[src/rtl/pipe_hazard_ctrl_pkg.sv]
// Shared types and encodings for the pipeline sequencing controller.
package pipe_ctrl_pkg;

   localparam int unsigned REG_W = 5;

   typedef enum logic [1:0] {
      IDLE     = 2'd0,
      RUN      = 2'd1,
      MEM_WAIT = 2'd2,
      HALT     = 2'd3
   } state_t;

   localparam logic [1:0] PCSRC_SEQ = 2'b00;
   localparam logic [1:0] PCSRC_BR  = 2'b01;
   localparam logic [1:0] PCSRC_JMP = 2'b10;

endpackage

[src/rtl/pipe_hazard_ctrl_load_use_detect.sv]
// Load-use comparator: flags an ID instruction that reads the register a load in EX is still producing.
module load_use_detect
   import pipe_ctrl_pkg::*;
(
   input  logic             memread,
   input  logic [REG_W-1:0] ex_rt,
   input  logic [REG_W-1:0] id_rs,
   input  logic [REG_W-1:0] id_rt,
   input  logic             uses_rt,
   output logic             hit
);

   // $zero never carries a real dependency
   assign hit = memread && (ex_rt != '0) &&
                ((ex_rt == id_rs) || (uses_rt && (ex_rt == id_rt)));

endmodule

[src/rtl/pipe_hazard_ctrl.sv]
// PC / pipeline-register sequencing for the 5-stage core: MEM wait > load-use > redirect.
// Optional watchdog on MEM_WAIT compiled in with PIPE_HAZARD_CTRL_WATCHDOG_EN.
module pipe_hazard_ctrl
   import pipe_ctrl_pkg::*;
#(
   parameter int unsigned TIMEOUT_CYCLES = 255,
   parameter int unsigned TO_W           = 8
) (
   input  logic             clk_i,
   input  logic             rst_i,
   input  logic             start_i,
   input  logic             idex_memread_i,
   input  logic [REG_W-1:0] idex_rt_i,
   input  logic [REG_W-1:0] ifid_rs_i,
   input  logic [REG_W-1:0] ifid_rt_i,
   input  logic             ifid_uses_rt_i,
   input  logic             branch_taken_i,
   input  logic             jump_i,
   input  logic             dmem_req_i,
   input  logic             dmem_ack_i,
   output logic             pc_hold_o,
   output logic [1:0]       pc_src_o,
   output logic             ifid_hold_o,
   output logic             ifid_flush_o,
   output logic             idex_bubble_o,
   output logic             pipe_stall_o,
   output logic             timeout_o
);

   if (TIMEOUT_CYCLES >= (2 ** TO_W)) begin : g_bad_cfg
      $error("TIMEOUT_CYCLES does not fit in TO_W bits");
   end

   state_t state, next;
   logic   lu_hit;
   logic   mem_stall;
   logic   stall_all;
   logic   eval_run;
   logic   wd_expired;

   load_use_detect u_lud (
      .memread (idex_memread_i),
      .ex_rt   (idex_rt_i),
      .id_rs   (ifid_rs_i),
      .id_rt   (ifid_rt_i),
      .uses_rt (ifid_uses_rt_i),
      .hit     (lu_hit)
   );

   assign mem_stall = dmem_req_i && !dmem_ack_i;

   always_ff @(posedge clk_i or negedge rst_i) begin
      if (!rst_i) state <= IDLE;
      else        state <= next;
   end

`ifdef PIPE_HAZARD_CTRL_WATCHDOG_EN
   logic [TO_W-1:0] wd_cnt;

   // counts completed MEM_WAIT cycles; anything other than staying in MEM_WAIT clears it
   always_ff @(posedge clk_i or negedge rst_i) begin
      if (!rst_i)                                  wd_cnt <= '0;
      else if (state == MEM_WAIT && next == MEM_WAIT) wd_cnt <= wd_cnt + 1'b1;
      else                                         wd_cnt <= '0;
   end

   assign wd_expired = (wd_cnt == TO_W'(TIMEOUT_CYCLES - 1));
   assign timeout_o  = (state == HALT);
`else
   assign wd_expired = 1'b0;
   assign timeout_o  = 1'b0;
`endif

   always_comb begin
      next = state;
      unique case (state)
         IDLE:     if (start_i) next = RUN;
         RUN:      if (mem_stall) next = MEM_WAIT;
         MEM_WAIT: begin
            if (dmem_ack_i)      next = RUN;
            else if (wd_expired) next = HALT;
         end
         HALT:     next = HALT;
      endcase
      if (!start_i && state != HALT) next = IDLE;
   end

   assign stall_all = (state == IDLE) || (state == HALT) ||
                      (state == RUN && mem_stall) ||
                      (state == MEM_WAIT && !dmem_ack_i);
   // the ack cycle of MEM_WAIT behaves like an unstalled RUN cycle
   assign eval_run  = (state == RUN && !mem_stall) ||
                      (state == MEM_WAIT && dmem_ack_i);

   always_comb begin
      pc_hold_o     = 1'b0;
      pc_src_o      = PCSRC_SEQ;
      ifid_hold_o   = 1'b0;
      ifid_flush_o  = 1'b0;
      idex_bubble_o = 1'b0;
      pipe_stall_o  = 1'b0;
      if (stall_all) begin
         pc_hold_o    = 1'b1;
         ifid_hold_o  = 1'b1;
         pipe_stall_o = 1'b1;
      end else if (eval_run) begin
         if (lu_hit) begin
            pc_hold_o     = 1'b1;
            ifid_hold_o   = 1'b1;
            idex_bubble_o = 1'b1;
         end else if (jump_i) begin
            ifid_flush_o = 1'b1;
            pc_src_o     = PCSRC_JMP;
         end else if (branch_taken_i) begin
            ifid_flush_o = 1'b1;
            pc_src_o     = PCSRC_BR;
         end
      end
   end

endmodule

[config.mk]
export PLATFORM = sky130hd
export DESIGN_NAME = pipe_hazard_ctrl
export DESIGN_NICKNAME = d
export VERILOG_FILES = /design/src/rtl/pipe_hazard_ctrl_pkg.sv /design/src/rtl/pipe_hazard_ctrl_load_use_detect.sv /design/src/rtl/pipe_hazard_ctrl.sv
export SDC_FILE = /design/constraint.sdc
export NUM_CORES = 1
export LEC_CHECK = 0
export CAP_MARGIN = 20
export CELL_PAD_IN_SITES_DETAIL_PLACEMENT = 1
export CELL_PAD_IN_SITES_GLOBAL_PLACEMENT = 2
export CORE_UTILIZATION = 16
export DETAILED_ROUTE_END_ITERATION = 10
export HOLD_SLACK_MARGIN = 0.08
export PLACE_DENSITY = 0.85
export SYNTH_ARGS = -nofsm -noshare
export SYNTH_HDL_FRONTEND = slang
export SYNTH_SLANG_ARGS = --single-unit
[constraint.sdc]
create_clock -name clk_i -period 4.5 [get_ports clk_i]
set_clock_uncertainty 0.15 [all_clocks]
set_input_delay 0.9 -clock clk_i [delete_from_list [all_inputs] [get_ports clk_i]]
set_output_delay 0.9 -clock clk_i [all_outputs]
set_load 0.05 [all_outputs]
# == After elaboration in Yosys (flattened, before gate mapping) ==
# Cells that the tools add are included.
# totals
register_bits,2
inputBits,24
wordCells,50
# classes
eq_ne,9
muxes,20
reduce_logical,20
# op_table
cell,count
$mux W2,8
$mux W1,11
$eq A5 B5 Y1,2
$logic_and A1 B1 Y1,9
$ne A3 B3 Y1 const B,3
$pmux W2 S4,1
$logic_or A1 B1 Y1,5
$reduce_bool A5 Y1,1
$eq A2 B2 Y1 const B,2
$logic_not A1 Y1,3
$reduce_and A3 Y1,1
$eq A2 B1 Y1 const B,1
$logic_not A2 Y1,1
$ne A2 B2 Y1 const B,1

# == Logic depth before layout (Yosys ltp) ==
# Gate-level depths: netlist of run 1.
# logic_depth
word_depth,7
ltp_mapped,6
mapped_depth_nobuf,6

# == By module ==
# Synthesis of run 1 repeated with hierarchy kept, for this count alone.
# unflattened
cells_unflattened,49
area_unflattened_um2,416.6
# by_module_without_submodules
mod,instances,cells_each,area_each_um2
pipe_hazard_ctrl,1,32,284.0
load_use_detect,1,17,132.6

# == Worst setup path after synthesis of run 1 ==
# Ideal clock, no wire load.
# synth_path
path_type,input to output
from,input port dmem_req_i
to,output port pc_hold_o
arrival_time_ns,2.913
required_time_ns,3.450
setup_slack_ns,0.537
path_stages,4
path_buffers,1
cell_sequence,a21oi_1 > o21ai_0 > a31o_1 > buf_4
# synth_via
elab_chain_len,6
# synth_lines
element,line,source
start: declaration,pipe_hazard_ctrl.sv:19,"input logic dmem_req_i,"
$logic_and A1 B1 Y1 *,pipe_hazard_ctrl.sv:50,assign mem_stall = dmem_req_i && !dmem_ack_i;
$logic_not A1 Y1,pipe_hazard_ctrl.sv:92,assign eval_run = (state == RUN && !mem_stall) ||
$logic_and A1 B1 Y1,pipe_hazard_ctrl.sv:92,
$logic_or A1 B1 Y1,pipe_hazard_ctrl.sv:92,
$mux W1,--,
$mux W1 *,--,
end: declaration,pipe_hazard_ctrl.sv:21,"output logic pc_hold_o,"
# Every way passes the cells marked *; elsewhere a longest branch is shown, timed or not.

# == Final worst setup path of run 1 ==
# layout_path
from,input port idex_rt_i[3]
to,output port ifid_hold_o
# layout_via
elab_chain_len,7
# layout_lines
element,line,source
start: declaration,pipe_hazard_ctrl.sv:13,"input logic [REG_W-1:0] idex_rt_i,"
$eq A5 B5 Y1,pipe_hazard_ctrl_load_use_detect.sv:15,((ex_rt == id_rs) || (uses_rt && (ex_rt == id_rt)));
$logic_and A1 B1 Y1,pipe_hazard_ctrl_load_use_detect.sv:15,
$logic_or A1 B1 Y1,pipe_hazard_ctrl_load_use_detect.sv:15,
$logic_and A1 B1 Y1 *,pipe_hazard_ctrl_load_use_detect.sv:14,assign hit = memread && (ex_rt != '0) &&
$mux W1 *,pipe_hazard_ctrl.sv:107,if (lu_hit) begin
$mux W1 *,pipe_hazard_ctrl.sv:106,end else if (eval_run) begin
$mux W1 *,pipe_hazard_ctrl.sv:102,if (stall_all) begin
end: declaration,pipe_hazard_ctrl.sv:23,"output logic ifid_hold_o,"
# Marks and branches as above.

==> results of run 1 <==
## power groups by stage
stage          combinational (W)  clock [W]  sequential [W]
5_1_grt                 0.000324  0.0000465       0.0000389
2_1_floorplan           0.000212          0       0.0000344
4_1_cts                 0.000302  0.0000431       0.0000370
3_3_place_gp            0.000296          0       0.0000359
6_report                0.000300  0.0000397       0.0000367
3_5_place_dp            0.000301          0       0.0000372
## cell type report
cell class / instances / area [sq um]
inverters: 4 / 15.0
well taps: 28 / 35.0
fillers: 286 / 1560
flip-flops and latches: 2 / 50.0
clock buffers: 3 / 22.5
multi-input cells: 45 / 322
repair buffers: 30 / 293
## cell usage after synthesis
library cell	count
o21ai_0	4
nor2b_1	1
inv_1	4
ha_1	4
a21oi_1	7
buf_4	2
nand2_1	3
nor3_1	1
o221a_2	1
conb_1	1
a31o_1	1
nand3b_1	1
a21boi_0	1
nand3_1	1
o22a_1	1
nor2_1	1
and3_2	1
nand4_1	1
xnor2_1	10
o21a_1	1
dfrtp_1	2
or4_1	1
nand2b_1	1
o22ai_1	1
a311oi_1	1
## cells by family after synthesis
| logic type | share of synthesized area (%) |
|---|---|
| compound gates | 28.4 |
| xor+xnor | 21.8 |
| fa+ha+maj | 12.5 |
| buf+inv | 7.47 |
| flops | 12.5 |
| other cells | 0.934 |
| simple gates | 16.5 |
## placed cells by master (no fill, tap or decap)
master	instances
a21boi_0	1
a21oi_1	7
a311oi_1	1
a31o_1	1
and3_2	1
buf_4	3
clkbuf_4	3
clkdlybuf4s50_1	27
conb_1	1
dfrtp_1	2
ha_1	4
inv_1	4
nand2_1	3
nand2b_1	1
nand3_1	1
nand3b_1	1
nand4_1	1
nor2_1	1
nor2b_1	1
nor3_1	1
o21a_1	1
o21ai_0	4
o221a_2	1
o22a_1	1
o22ai_1	1
or4_1	1
xnor2_1	10
## worst max-delay path, cell delays in order
cell,delay (ns)
clkdlybuf4s50_1,0.49
or4_1,0.52
o21a_1,0.23
a31o_1,0.24
clkdlybuf4s50_1,0.70
## path summary, 6_finish.rpt
path                         startpoint          end  slack (ns)  cells after the start
setup reg to reg               state[0]     state[0]        2.68                      6
min in group asynchronous         rst_i     state[1]        0.69                      1
hold reg to reg                state[0]     state[0]        0.43                      1
hold / removal                 state[0]     state[0]        0.43                      1
max in group asynchronous         rst_i     state[0]        3.39                      1
setup / recovery           idex_rt_i[3]  ifid_hold_o        0.36                      5
## per-layer routing
metal	global-route usage (%)	up-vias
met5	0	-
li1	-	249
met4	6.76	0
met3	2.34	0
met2	19.0	27
met1	13.2	224
## metrics by stage
stage	area [sq um]	cells	total power [W]	hold WS, ns
after floorplan	402	53	0.000246	0.365
after global placement	714	109	0.000332	0.406
after detailed placement	714	109	0.000338	0.428
after CTS	737	112	0.000382	0.433
after global routing	737	112	0.000409	0.472
final	737	112	0.000376	0.428
==> out/qor.csv, run 1 <==
metric,value,unit
grt-ovfl-total,0,
pwr-share-seq,9.8,%
syn-instance-count,53,
synth.distinct_cells,25,
grt_pass1_vias,551,
htreeDepth,1,
post_drt_via_cell_ratio,4.46,
drv_cap,0,
post_cts_resized,0,
hold_class,reg2reg,
reg.largest.list,state x2,
pin_count,32,
arrival,3.09,ns
routedWlPerCell,11.9,microns
insertion_delay,0.22,ns
drive_above_1_share,9.52,%
worst_pin_slew,0.525,ns
gp_congestion,0.768,
cts_root_buffer,clkbuf_4,
clk_path_buf_depth,2,
yosys_register_bits,2,
p_comb_share,79.7,%
min_period,4.14,ns
fmax,242,MHz
first_pass_iters,3,
vias,500,
numCtsBuffers,3,
synth.area.top_cells,"xnor2_1 (22%), dfrtp_1 (12%), ha_1 (12%)",
largest-register,state,
grt_pass1_wl,2240,microns
area_growth,83.5,%
yosysWarnings,0,
remaining_drc_errors,0,
final_hold_viol_count,0,
yosysSeqAreaShare,12.5,%
floorplan.core_area,2300,sq um
synth_top_area_share,21.8,%
routed.top_layer,met3,
cts_hold_buf,0,
endpoint_kind,primary output,
cp-start-kind,input port,
first_iter_violations,4,
die_w,52.1,microns
io_buffer_count,30,
wl_met2,617,microns
slew_headroom,64.9,%
power_leakage,0.289,nW
cp_max_fo,5,
setup_slack,0.359,ns
yosysTopAreaCell,xnor2_1,
wl_met1,629,microns
row_count,17,
syn_avg_cell_area,7.58,sq um
final_max_slew_viol_count,0,
grt_max_degree,6,
p_sw_share,55.4,%
finalSetupTns,0,ns
finalSetupViolCount,0,
dr_wl_met3,89,microns
diodes,0,
power_density,511,nW/um^2
antenna_found_initial,0,
critPathKind,in2out,
power_frac_clock,10.6,%
largest_reg_flops,2,
p_int,0.000168,W
rsz0062_at_grt,false,
fin_nets,114,
vdd.ir_drop.worst,257,uV
period_share,92.0,%
cts_setup_buffers,0,
cp_data_required_time,3.45,ns
initial_core_util,17.5,%
cts_tree,yes,
grtUsageTotal,11.4,%
status,finished clean,
p_switching,0.000209,W
final_core_util,32.1,%
dp_hpwl,1140,microns
drt_wl_total,1340,microns
pre_cts_ws,0.342,ns
die-height,52.1,microns
die-area,2710,sq um
ant_nets,0,
path_clk_slew,0.03,ns
syn-cell-area,402,sq um
cts_sinks,2,
syn_nets,81,
No activity file was read; power rests on OpenSTA's default activity.
==> run 2: changes to the inputs <==
Settings changed: CTS_CLUSTER_SIZE set to 14.
==> results of run 2 <==
Same layout as run 1: the final DEF is identical, and so are final timing and power.
